<file path="src/rtl/multicycle_ctrl.sv">
// multicycle_ctrl
// Five-state control sequencer for the multi-cycle MIPS-subset datapath.
// Each instruction runs as fetch, decode, execute and (for R/I-type) write-back,
// so the datapath can share one ALU. Instruction memory may take any number of
// cycles through the mem_req_o/mem_ack_i handshake.
//
// Optional feature: define MCTRL_PERF_CNT_EN to build the performance counters.
// Without it, cycle_cnt_o and instr_cnt_o are tied to 0.
//
// Ports
//   clk_i, rst_i       clock, synchronous active-high reset
//   run_i              start/continue; sampled in IDLE and at retirement
//   instr_op_i         opcode from the instruction register
//   zero_i             ALU zero flag (BEQ decision in EXEC)
//   mem_ack_i          instruction-memory acknowledge
//   mem_req_o          fetch request, held until acknowledged
//   ir_write_o         load instruction register
//   pc_write_o         load PC
//   pc_src_o           0: PC+4, 1: branch target register
//   reg_write_o        register-file write enable
//   reg_dst_o          0: rt, 1: rd
//   alu_src_a_o        0: PC, 1: RS data
//   alu_src_b_o        0: RT, 1: 4, 2: imm, 3: imm<<2
//   alu_op_o           0 add, 1 sub, 2 funct, 3 slt, 4 or
//   zero_ext_o         1: zero-extend immediate, 0: sign-extend
//   illegal_o          one-cycle pulse on an unsupported opcode
//   state_o            current state encoding
//   cycle_cnt_o        active (non-IDLE) cycle count
//   instr_cnt_o        retired instruction count
//
// state  | meaning
// IDLE   | stopped, waiting for run_i
// FETCH  | request instruction, load IR and PC+4 on ack
// DECODE | compute branch target (PC + imm<<2)
// EXEC   | ALU operation; BEQ and illegal opcodes retire here
// WB     | register-file write; R/I-type retire here
module multicycle_ctrl #(
    parameter int CNT_W = 32
) (
    input  logic             clk_i,
    input  logic             rst_i,
    input  logic             run_i,
    input  logic [5:0]       instr_op_i,
    input  logic             zero_i,
    input  logic             mem_ack_i,
    output logic             mem_req_o,
    output logic             ir_write_o,
    output logic             pc_write_o,
    output logic             pc_src_o,
    output logic             reg_write_o,
    output logic             reg_dst_o,
    output logic             alu_src_a_o,
    output logic [1:0]       alu_src_b_o,
    output logic [2:0]       alu_op_o,
    output logic             zero_ext_o,
    output logic             illegal_o,
    output logic [2:0]       state_o,
    output logic [CNT_W-1:0] cycle_cnt_o,
    output logic [CNT_W-1:0] instr_cnt_o
);

    typedef enum logic [2:0] {
        S_IDLE   = 3'd0,
        S_FETCH  = 3'd1,
        S_DECODE = 3'd2,
        S_EXEC   = 3'd3,
        S_WB     = 3'd4
    } state_t;

    localparam logic [5:0] OP_RTYPE = 6'h00;
    localparam logic [5:0] OP_BEQ   = 6'h04;
    localparam logic [5:0] OP_ADDI  = 6'h08;
    localparam logic [5:0] OP_SLTI  = 6'h0A;
    localparam logic [5:0] OP_ORI   = 6'h0D;

    state_t     state_q, state_d;
    logic       retire;

    // Opcode decode shared by EXEC and WB; the IR is stable across both,
    // so WB re-decodes instead of storing the selects.
    logic       dec_beq;
    logic       dec_legal;
    logic       dec_reg_dst;
    logic       dec_zext;
    logic [1:0] dec_src_b;
    logic [2:0] dec_alu_op;

    always_comb begin
        dec_beq     = 1'b0;
        dec_legal   = 1'b1;
        dec_reg_dst = 1'b0;
        dec_zext    = 1'b0;
        dec_src_b   = 2'd0;
        dec_alu_op  = 3'd0;
        case (instr_op_i)
            OP_RTYPE: begin
                dec_alu_op  = 3'd2;
                dec_reg_dst = 1'b1;
            end
            OP_ADDI: begin
                dec_src_b  = 2'd2;
                dec_alu_op = 3'd0;
            end
            OP_SLTI: begin
                dec_src_b  = 2'd2;
                dec_alu_op = 3'd3;
            end
            OP_ORI: begin
                dec_src_b  = 2'd2;
                dec_alu_op = 3'd4;
                dec_zext   = 1'b1;
            end
            OP_BEQ: begin
                dec_beq    = 1'b1;
                dec_alu_op = 3'd1;
            end
            default: dec_legal = 1'b0;
        endcase
    end

    always_ff @(posedge clk_i) begin
        if (rst_i) begin
            state_q <= S_IDLE;
        end else begin
            state_q <= state_d;
        end
    end

    always_comb begin
        state_d     = state_q;
        retire      = 1'b0;
        mem_req_o   = 1'b0;
        ir_write_o  = 1'b0;
        pc_write_o  = 1'b0;
        pc_src_o    = 1'b0;
        reg_write_o = 1'b0;
        reg_dst_o   = 1'b0;
        alu_src_a_o = 1'b0;
        alu_src_b_o = 2'd0;
        alu_op_o    = 3'd0;
        zero_ext_o  = 1'b0;
        illegal_o   = 1'b0;

        case (state_q)
            S_IDLE: begin
                if (run_i) begin
                    state_d = S_FETCH;
                end
            end
            S_FETCH: begin
                mem_req_o   = 1'b1;
                alu_src_b_o = 2'd1;
                // IR load and PC+4 commit in the ack cycle itself.
                if (mem_ack_i) begin
                    ir_write_o = 1'b1;
                    pc_write_o = 1'b1;
                    state_d    = S_DECODE;
                end
            end
            S_DECODE: begin
                alu_src_b_o = 2'd3;
                state_d     = S_EXEC;
            end
            S_EXEC: begin
                alu_src_a_o = 1'b1;
                alu_src_b_o = dec_src_b;
                alu_op_o    = dec_alu_op;
                zero_ext_o  = dec_zext;
                reg_dst_o   = dec_reg_dst;
                if (dec_beq) begin
                    pc_src_o   = 1'b1;
                    pc_write_o = zero_i;
                    retire     = 1'b1;
                end else if (!dec_legal) begin
                    illegal_o  = 1'b1;
                    retire     = 1'b1;
                end else begin
                    state_d    = S_WB;
                end
            end
            S_WB: begin
                alu_src_a_o = 1'b1;
                alu_src_b_o = dec_src_b;
                alu_op_o    = dec_alu_op;
                zero_ext_o  = dec_zext;
                reg_dst_o   = dec_reg_dst;
                reg_write_o = 1'b1;
                retire      = 1'b1;
            end
            default: state_d = S_IDLE;
        endcase

        if (retire) begin
            state_d = run_i ? S_FETCH : S_IDLE;
        end
    end

    assign state_o = state_q;

`ifdef MCTRL_PERF_CNT_EN
    logic [CNT_W-1:0] cycle_cnt_q;
    logic [CNT_W-1:0] instr_cnt_q;

    always_ff @(posedge clk_i) begin
        if (rst_i) begin
            cycle_cnt_q <= '0;
            instr_cnt_q <= '0;
        end else begin
            if (state_q != S_IDLE) begin
                cycle_cnt_q <= cycle_cnt_q + 1'b1;
            end
            if (retire) begin
                instr_cnt_q <= instr_cnt_q + 1'b1;
            end
        end
    end

    assign cycle_cnt_o = cycle_cnt_q;
    assign instr_cnt_o = instr_cnt_q;
`else
    logic unused_retire;
    assign unused_retire = retire;
    assign cycle_cnt_o   = '0;
    assign instr_cnt_o   = '0;
`endif

endmodule

</file>
<file path="config.mk">
export PLATFORM = sky130hd
export DESIGN_NAME = multicycle_ctrl
export DESIGN_NICKNAME = d
export VERILOG_FILES = /design/src/rtl/multicycle_ctrl.sv
export SDC_FILE = /design/constraint.sdc
export NUM_CORES = 1
export LEC_CHECK = 0
export BUFFER_PORTS_ARGS = -buffer_cell sky130_fd_sc_hd__buf_2
export CAP_MARGIN = 30
export CORE_ASPECT_RATIO = 1.1
export CORE_MARGIN = 2
export CORE_UTILIZATION = 36
export CTS_BUF_LIST = sky130_fd_sc_hd__clkbuf_8
export DETAILED_ROUTE_END_ITERATION = 10
export PLACE_DENSITY_LB_ADDON = 0.12
export SYNTH_ARGS = -nofsm -noshare
export SYNTH_HDL_FRONTEND = slang
export SYNTH_SLANG_ARGS = --single-unit
</file>
<file path="constraint.sdc">
create_clock -name clk_i -period 2.1 [get_ports clk_i]
set_clock_uncertainty 0.15 [all_clocks]
set_input_delay 0.42 -clock clk_i [delete_from_list [all_inputs] [get_ports clk_i]]
set_output_delay 0.42 -clock clk_i [all_outputs]
set_load 0.02 [all_outputs]
</file>
==> flow_metrics.env, run 1 <==
export IMPL_status="finished with violations"
export IMPL_failed_checks="setup timing"
export IMPL_drive_gt1_share_pct=37.18
export IMPL_p_switching_uw=198.8
export IMPL_met1_usage_pct=10.88
export IMPL_final_seq_area_um2=68.82
export IMPL_power_switching_fraction_pct=46.55
export IMPL_min_path_cells=2
export IMPL_place_area_um2=887.1
export IMPL_grt_use_total_pct=9.106
export IMPL_r2r_end="state_o[0]"
export IMPL_die_h_um=55.88
export IMPL_critPathKind="reg -> out"
export IMPL_routabilityCongestion=0.7337
export IMPL_min_from="rst_i"
export IMPL_area_growth_pct=13.78
export IMPL_vias=709
export IMPL_cts_buffers_inserted=3
export IMPL_post_dp_hpwl_mm=1.320
export IMPL_pwr_share_clk_pct=37.4
export IMPL_grt_max_degree=9
export IMPL_p_leak_uw=0.0005912
export IMPL_critPathLaunchType="register"
export IMPL_reg2reg_slack_ns=0.81
export IMPL_clkLatencyLatePin_ns=0.21
export IMPL_clock_root_buffer="clkbuf_8"
export IMPL_yosysSeqAreaShare_pct=6.818
export IMPL_hold_viol_final=0
export IMPL_fin_tns_setup_ns=-0.02689
export IMPL_core_rowCount=18
export IMPL_cp_max_fo=5
export IMPL_comb_power_share_pct=47.3
export IMPL_timing_fmax_mhz=470.2
export IMPL_p_seq_share_pct=15.4
export IMPL_ios=92
export IMPL_setup_ws_ns=-0.02689
export IMPL_grt_overflow=0
export IMPL_grt_pass1_vias=488
export IMPL_routed_wl_mm=1.577
export IMPL_rsz0062_at_grt="true"
export IMPL_power_density_nw_per_um2=426.2
export IMPL_finalSetupViolations=1
export IMPL_avgSynthCellArea_um2=7.402
export IMPL_maxCapViolCount=0
export IMPL_worstSetupEndpointType="primary output"
export IMPL_syn_cell_area_um2=880.8
export IMPL_fin_util_pct=44.06
export IMPL_min_to="state_o[1]"
export IMPL_min_period_ns=2.127
export IMPL_required_ns=1.53
export IMPL_antenna_cells=0
export IMPL_nets=168
export IMPL_largest_reg_flops=3
export IMPL_ys_ff_latch=3
export IMPL_die_area_um2=2859
export IMPL_core_um2=2275
export IMPL_postSynthCellCount=119
export IMPL_clock_path_buffers=2
export IMPL_antenna_found_initial=0
export IMPL_hold_buffers=0
export IMPL_cts_sinks=3
export IMPL_reg2regPathDepth=5
export IMPL_ys_types=31
export IMPL_grt_use_met3_pct=5.108
export IMPL_dr_pass1_iters=4
export IMPL_detail_route_antenna_nets=0
export IMPL_vdd_drop_max_uv=352.5
export IMPL_avgRoutedWirePerCell_um=8.478
export IMPL_io_buffer_count=27
export IMPL_multi_input_area_um2=600.6
export IMPL_tritoncts="built"
export IMPL_final_area_um2=1002
export IMPL_first_iter_violations=6
export IMPL_grt_util_met2_pct=13.54
export IMPL_pre_cts_ws_ns=-0.09030
export IMPL_grt_first_pass_wirelength_mm=2.021
export IMPL_path_clk_slew_ns=0.03
export IMPL_fp_dieW_um=51.17
export IMPL_fill_cells=233
export IMPL_min_path_type="in -> reg"
export IMPL_fin_crit_sh_pct=101.3
export IMPL_r2r_start="state_o[1]"
export IMPL_maxSlewViolCount=0
export IMPL_drc=0
export IMPL_routed_via_density=3.812
export IMPL_p_int_uw=228.3
export IMPL_start_util_pct=38.72
export IMPL_p_total_uw=427.2
export IMPL_yosysWarnings=0
export IMPL_htreeDepth=1
export IMPL_crit_arrival_ns=1.56
export IMPL_top_usage_layer="met2"
-- final cells by class --
cell class / count / area share [%]
clock buffers: 3 / 4.120
repair buffers: 39 / 24.22
well taps: 30 / 3.745
clock inverters: 1 / 0.3745
multi-input cells: 108 / 59.93
inverters: 2 / 0.7491
flip-flops and latches: 3 / 6.866
-- kinds of logic after synthesis --
group / Yosys count / synth area share [%]
buffers and inverters: 71 / 58.10
AO/OA/AOI/OAI: 11 / 8.381
flip-flops: 3 / 6.818
AND/OR/NAND/NOR: 32 / 25.29
XOR/XNOR: 1 / 0.9945
other: 1 / 0.4257
-- cell usage in the layout (no fill, tap or decap), types with 2 or more instances in the layout --
master    Yosys  final
conb_1        1     64
buf_2         4     23
buf_4        64     13
nor3_1        5      5
inv_1         2      3
nand2b_1      3      3
a21oi_1       4      3
clkbuf_8      0      3
nor2_1        3      2
nand3b_1      2      2
nand3_1       2      2
nor4_2        0      2
nor3b_1       3      2
a211oi_1      2      2
buf_6         0      2
dfxtp_4       0      2
-- worst max-delay path, stage by stage, from the launching register on --
cell,delay (ns)
dfxtp_2,0.34
nor3b_4,0.25
nor2_4,0.08
or3_4,0.36
nor3_4,0.18
buf_6,0.14
-- how the worst max path moves through the flow --
stage / startpoint / to / slack (ns) / depth (start not counted)
floorplan: instr_op_i[5] / reg_dst_o / -0.04 / 3
global placement: instr_op_i[5] / pc_write_o / -0.07 / 7
detailed placement: instr_op_i[5] / pc_write_o / -0.09 / 7
CTS: state_o[0] / alu_op_o[1] / -0.05 / 5
global route: state_o[1] / alu_op_o[1] / -0.09 / 5
finish: state_o[1] / alu_op_o[1] / -0.03 / 5
-- stage by stage --
| stage | instances | hold WS, ns |
|---|---|---|
| 4_1_cts | 183 | 0.2441 |
| 5_1_grt | 186 | 0.2479 |
| 3_5_place_dp | 178 | 0.4348 |
| 6_report | 186 | 0.2533 |
| 3_3_place_gp | 178 | 0.4297 |
| 2_1_floorplan | 182 | 0.3353 |
-- layer usage --
metal	vias up	routed length (µm)
met3	2	252
met4	0	11
met5	-	0
li1	341	-
met1	310	611
met2	56	702
-- power groups by stage --
stage / registers, µW / logic (µW) / clock network [µW]
after global routing: 66.3 / 216 / 174
final: 65.6 / 202 / 160
after floorplan: 68.6 / 246 / 0
after detailed placement: 66.2 / 192 / 0
after CTS: 65.5 / 195 / 166
after global placement: 66.4 / 191 / 0
-- synth_stat cells --
library cell	count	share of area (%)
nor3b_1	3	2.6
or3_4	1	1.3
o211a_1	1	1.1
a21o_1	1	0.85
o21ai_0	1	0.57
and3_1	1	0.71
and4b_1	1	1.1
a21oi_1	4	2.3
nor2_1	3	1.3
inv_1	2	0.85
nor2b_1	1	0.71
nor3b_4	1	2.1
nand3b_1	2	1.7
or2_2	1	0.71
clkbuf_1	1	0.43
buf_4	64	55
or3b_2	1	0.99
nor4_1	3	2.1
dfxtp_1	3	6.8
a211oi_1	2	1.7
nand2b_1	3	2.1
a22o_1	1	0.99
nand3_1	2	1.1
and2_1	1	0.71
nor3_1	5	2.8
buf_2	4	2.3
nor3_2	1	1.1
o31ai_1	1	0.85
conb_1	1	0.43
and3b_1	2	2.0
xor2_1	1	0.99
-- repair_timing --
| action | in CTS | in global routing |
|---|---|---|
| buffers inserted | 1 | 3 |
| endpoints found under the setup margin | 4 | 4 |
| pin swaps | 2 | 3 |
| gates resized for setup | 9 | 3 |
(Power assumes the default switching activity.)
==> run 2, diff against run 1 <==
REMOVE_ABC_BUFFERS = 1   (was unset)
SKIP_CTS_REPAIR_TIMING = 1   (was unset)
==> run 2 against run 1 <==
Against the previous run: total power increased by 1.0%; setup slack gained 0.014 ns; the flow still finishes with violations (setup timing); critical endpoint unchanged; fmax grew 0.67%; combinational power about the same; die area stayed put; non-clock buffer count up 1; sequential power is 0.6% higher; cell area down 2.1%.
==> flow_metrics.env, run 2 (synthesis results as in run 1) <==
export IMPL_status="finished with violations"
export IMPL_failed_checks="setup timing"
export IMPL_grt_overflow=0
export IMPL_nets=169
export IMPL_setup_ws_ns=-0.01269
export IMPL_p_leak_uw=0.0005846
export IMPL_fin_crit_sh_pct=100.6
export IMPL_start_util_pct=38.72
export IMPL_antenna_cells=0
export IMPL_layout_common_cells="conb_1 (64), buf_2 (21), buf_4 (15)"
export IMPL_clock_root_buffer="clkbuf_8"
export IMPL_antenna_found_initial=0
export IMPL_tritoncts="built"
export IMPL_worst_path_max_delay_cell="dfxtp_4"
export IMPL_fp_dieW_um=51.17
export IMPL_grt_use_total_pct=9.220
export IMPL_critPathKind="reg -> out"
export IMPL_finalSetupViolations=1
export IMPL_ios=92
export IMPL_hold_ws_ns=0.2665
export IMPL_cp_max_fo=6
export IMPL_met1_usage_pct=10.57
export IMPL_routed_wl_mm=1.589
export IMPL_maxCapViolCount=0
export IMPL_detail_route_antenna_nets=0
export IMPL_hold_viol_final=0
export IMPL_core_rowCount=18
export IMPL_die_area_um2=2859
export IMPL_min_path_type="in -> reg"
export IMPL_final_area_um2=980.9
export IMPL_rsz0062_at_grt="true"
export IMPL_power_density_nw_per_um2=439.9
export IMPL_largest_reg_flops=3
export IMPL_die_h_um=55.88
export IMPL_dr_pass1_iters=4
export IMPL_avgRoutedWirePerCell_um=8.497
export IMPL_maxSlewViolCount=0
export IMPL_worstSetupEndpointType="primary output"
export IMPL_grt_max_degree=10
export IMPL_critPathTopFamily="simple AND/OR/NAND/NOR gates"
export IMPL_critPathBufInv=1
export IMPL_area_growth_pct=11.36
export IMPL_grt_use_met3_pct=2.151
export IMPL_timing_fmax_mhz=473.3
export IMPL_drive_gt1_share_pct=33.76
export IMPL_place_area_um2=860.8
export IMPL_slowest_delay_ns=0.36
export IMPL_critPathLaunchType="register"
export IMPL_routabilityCongestion=0.7698
export IMPL_htreeDepth=1
export IMPL_io_buffer_count=27
export IMPL_first_iter_violations=2
export IMPL_final_common_cell="conb_1"
export IMPL_cts_buffers_inserted=3
export IMPL_grt_pass1_vias=485
export IMPL_p_total_uw=431.5
export IMPL_required_ns=1.53
export IMPL_multi_input_area_um2=563.0
export IMPL_core_um2=2275
export IMPL_final_seq_area_um2=65.06
export IMPL_post_dp_hpwl_mm=1.250
export IMPL_clkLatencyLatePin_ns=0.21
export IMPL_crit_arrival_ns=1.54
export IMPL_vdd_drop_max_uv=193.1
export IMPL_drc=0
export IMPL_fill_cells=250
export IMPL_grt_first_pass_wirelength_mm=2.132
export IMPL_grt_util_met2_pct=15.58
export IMPL_min_period_ns=2.113
export IMPL_clock_path_buffers=2
export IMPL_top_usage_layer="met2"
export IMPL_vias=728
export IMPL_cts_sinks=3
export IMPL_path_clk_slew_ns=0.03
export IMPL_routed_via_density=3.893
export IMPL_path_cells="nor3b_4 -> nor2_1 -> or3_4 -> nor3_2 -> buf_4"
==> run 2: cell types whose count changed in the layout (fill, tap and decap cells not counted), sizes merged <==
| cell | delta |
|---|---|
| buf | +2 |
| clkbuf | -1 |
==> run 2: layout make-up <==
class                      instances  share of cell area, %
tap                               30                  3.827
inverter                           2                 0.7653
clock inverter                     1                 0.3827
multi-input combinational        108                  57.40
clock buffer                       3                  4.209
sequential                         3                  6.633
timing repair buffer              40                  26.79
==> run 2: path summary, 6_finish.rpt <==
check                           cells after the start       start  slack [ns]          end
worst max-delay path                                5  state_o[0]       -0.01  alu_op_o[1]
worst min-delay path                                2       rst_i        0.27   state_o[1]
worst max register to register                      5  state_o[1]        0.83   state_o[0]
worst min register to register                      2  state_o[0]        0.43   state_o[2]
==> run 2: stage by stage <==
stage                     utilization, %  setup TNS, ns  std cells  setup slack, ns
after floorplan                        -         -1.294        113          -0.2465
after global placement             37.84       -0.08919        180         -0.06851
after detailed placement           37.84       -0.08369        180         -0.06636
after CTS                          39.82        -0.2567        184          -0.1024
final                              43.12       -0.01269        187         -0.01269
after global routing               43.12        -0.1924        187         -0.07275
==> run 2: worst reg2reg max path, cell delays in order, from the launching register on <==
cell      delay, ns
dfxtp_2        0.33
buf_4          0.16
nand2b_1       0.16
o21ai_0        0.16
a21oi_1        0.09
nor3_1         0.15
==> run 2: per-layer routing <==
metal	vias up	share of wire [%]
met3	0	16
li1	341	-
met1	319	36
met5	-	0
met4	0	0
met2	68	48
==> run 2: power breakdown <==
part	leakage, µW	internal [µW]	switching (µW)
combinational	0.000532	46.6	155
sequential	0.0000256	60.8	5.15
clock	0.0000269	125	39.4
total	0.000585	232	200
==> run 3, diff against run 2 <==
CORE_UTILIZATION = 25   (was 36)
==> run 3 against run 2 <==
Against the previous run: the flow still finishes with violations (setup timing); first-iteration DRC count grew to 5.5 times the previous value; worst hold slack worse by 0.013 ns; cell count is 7.5% higher; non-clock buffer count is 4 lower; die area is 40% higher; fmax is 2.1% lower; count of clock-buffer cells in the layout stayed put.
==> flow_metrics.env, run 3 (synthesis results as in run 1) <==
export IMPL_failed_checks="setup timing"
export IMPL_power_switching_fraction_pct=46.25
export IMPL_largest_reg_flops=3
export IMPL_clkLatencyLatePin_ns=0.22
export IMPL_comb_power_share_pct=46.8
export IMPL_reg2regPathDepth=5
export IMPL_grt_max_degree=10
export IMPL_path_clk_slew_ns=0.03
export IMPL_grt_util_met2_pct=12.90
export IMPL_power_density_nw_per_um2=442.2
export IMPL_pwr_share_clk_pct=38.1
export IMPL_routed_via_density=3.408
export IMPL_grt_use_met3_pct=1.957
export IMPL_hold_ws_ns=0.2538
export IMPL_io_buffer_count=27
export IMPL_clock_path_buffers=2
export IMPL_p_leak_uw=0.0005640
export IMPL_worstSetupEndpointType="primary output"
export IMPL_ios=92
export IMPL_rsz0062_at_grt="true"
export IMPL_grt_pass1_vias=552
export IMPL_status="finished with violations"
export IMPL_hold_viol_final=0
export IMPL_drc=0
export IMPL_fin_crit_sh_pct=102.7
export IMPL_critPathLaunchType="primary input"
export IMPL_core_um2=3358
export IMPL_min_path_cells=2
export IMPL_p_int_uw=229.9
export IMPL_drive_gt1_share_pct=32.03
export IMPL_start_util_pct=26.23
export IMPL_p_switching_uw=197.8
export IMPL_vdd_drop_max_uv=125.3
export IMPL_cp_max_fo=3
export IMPL_min_path_type="in -> reg"
export IMPL_maxSlewViolCount=0
export IMPL_die_area_um2=4015
export IMPL_core_rowCount=22
export IMPL_met1_usage_pct=9.364
export IMPL_htreeDepth=1
export IMPL_fin_tns_setup_ns=-0.05719
export IMPL_critPathKind="in -> out"
export IMPL_avgRoutedWirePerCell_um=8.323
export IMPL_vias=685
export IMPL_fp_dieW_um=60.60
export IMPL_antenna_found_initial=0
export IMPL_setup_ws_ns=-0.05719
export IMPL_routed_wl_mm=1.673
export IMPL_nets=165
export IMPL_cts_sinks=3
export IMPL_crit_arrival_ns=1.59
export IMPL_grt_overflow=0
export IMPL_first_iter_violations=11
export IMPL_die_h_um=66.26
export IMPL_post_dp_hpwl_mm=1.416
export IMPL_finalSetupViolations=1
export IMPL_clock_root_buffer="clkbuf_8"
export IMPL_layout_common_cells="conb_1 (64), buf_2 (21), buf_4 (11)"
export IMPL_maxCapViolCount=0
export IMPL_area_growth_pct=9.801
export IMPL_cts_buffers_inserted=3
export IMPL_required_ns=1.53
export IMPL_top_usage_layer="met2"
export IMPL_antenna_cells=0
export IMPL_grt_use_total_pct=8.036
export IMPL_tritoncts="built"
export IMPL_final_common_cell="conb_1"
export IMPL_timing_fmax_mhz=463.6
export IMPL_grt_first_pass_wirelength_mm=2.449
export IMPL_detail_route_antenna_nets=0
export IMPL_min_period_ns=2.157
export IMPL_routabilityCongestion=0.8183
export IMPL_dr_pass1_iters=3
export IMPL_p_seq_share_pct=15.1
==> run 3: cell types whose count changed in the layout (fill, tap and decap cells not counted) <==
cell      previous run  this run
buf_4               15        11
buf_6                4         3
clkbuf_4             0         1
dfxtp_2              1         2
dfxtp_4              1         0
==> run 3: stage by stage <==
step                      std cells  power, µW  setup WS [ns]  utilization (%)  cell area [µm²]
after floorplan                 113      211.1        -0.2465                -            613.1
after global placement          196      255.3        -0.1938            25.86            868.3
after detailed placement        196      256.9        -0.1717            25.86            868.3
after CTS                       200      422.5        -0.1778            27.20            913.4
after global routing            201      453.0        -0.1070            28.80            967.2
final                           201      427.7       -0.05719            28.80            967.2
==> run 3: final cells by class <==
| class | instances | area [µm²] |
|---|---|---|
| fill | 389 | 2391 |
| multi-input combinational | 108 | 563.0 |
| timing repair buffer | 36 | 229.0 |
| sequential | 3 | 62.56 |
| tap | 48 | 60.06 |
| clock buffer | 3 | 41.29 |
| inverter | 2 | 7.507 |
| clock inverter | 1 | 3.754 |
==> run 3: power by group through the flow <==
stage	sequential [µW]	combinational (µW)	clock, µW
2_1_floorplan	71.7	139	0
3_3_place_gp	64.9	190	0
3_5_place_dp	65.0	192	0
4_1_cts	64.3	192	166
5_1_grt	65.2	217	171
6_report	64.6	200	163
==> run 3: path summary, 6_finish.rpt <==
path	from	endpoint	slack, ns
setup / recovery	instr_op_i[4]	alu_op_o[1]	-0.06
hold / removal	rst_i	state_o[2]	0.25
setup reg to reg	state_o[1]	state_o[0]	0.82
hold reg to reg	state_o[2]	state_o[1]	0.43
==> run 3: worst max-delay path: stages <==
cell,delay (ns)
buf_6,0.09
or2_4,0.25
buf_6,0.12
or3_4,0.38
nor3_2,0.17
buf_4,0.16
==> run 3: routing by layer <==
| metal | vias to the layer above | share of wire [%] | wire length (µm) |
|---|---|---|---|
| li1 | 338 | - | - |
| met1 | 298 | 37 | 613 |
| met2 | 47 | 53 | 880 |
| met3 | 2 | 9.6 | 160 |
| met4 | 0 | 1.1 | 18 |
| met5 | - | 0 | 0 |
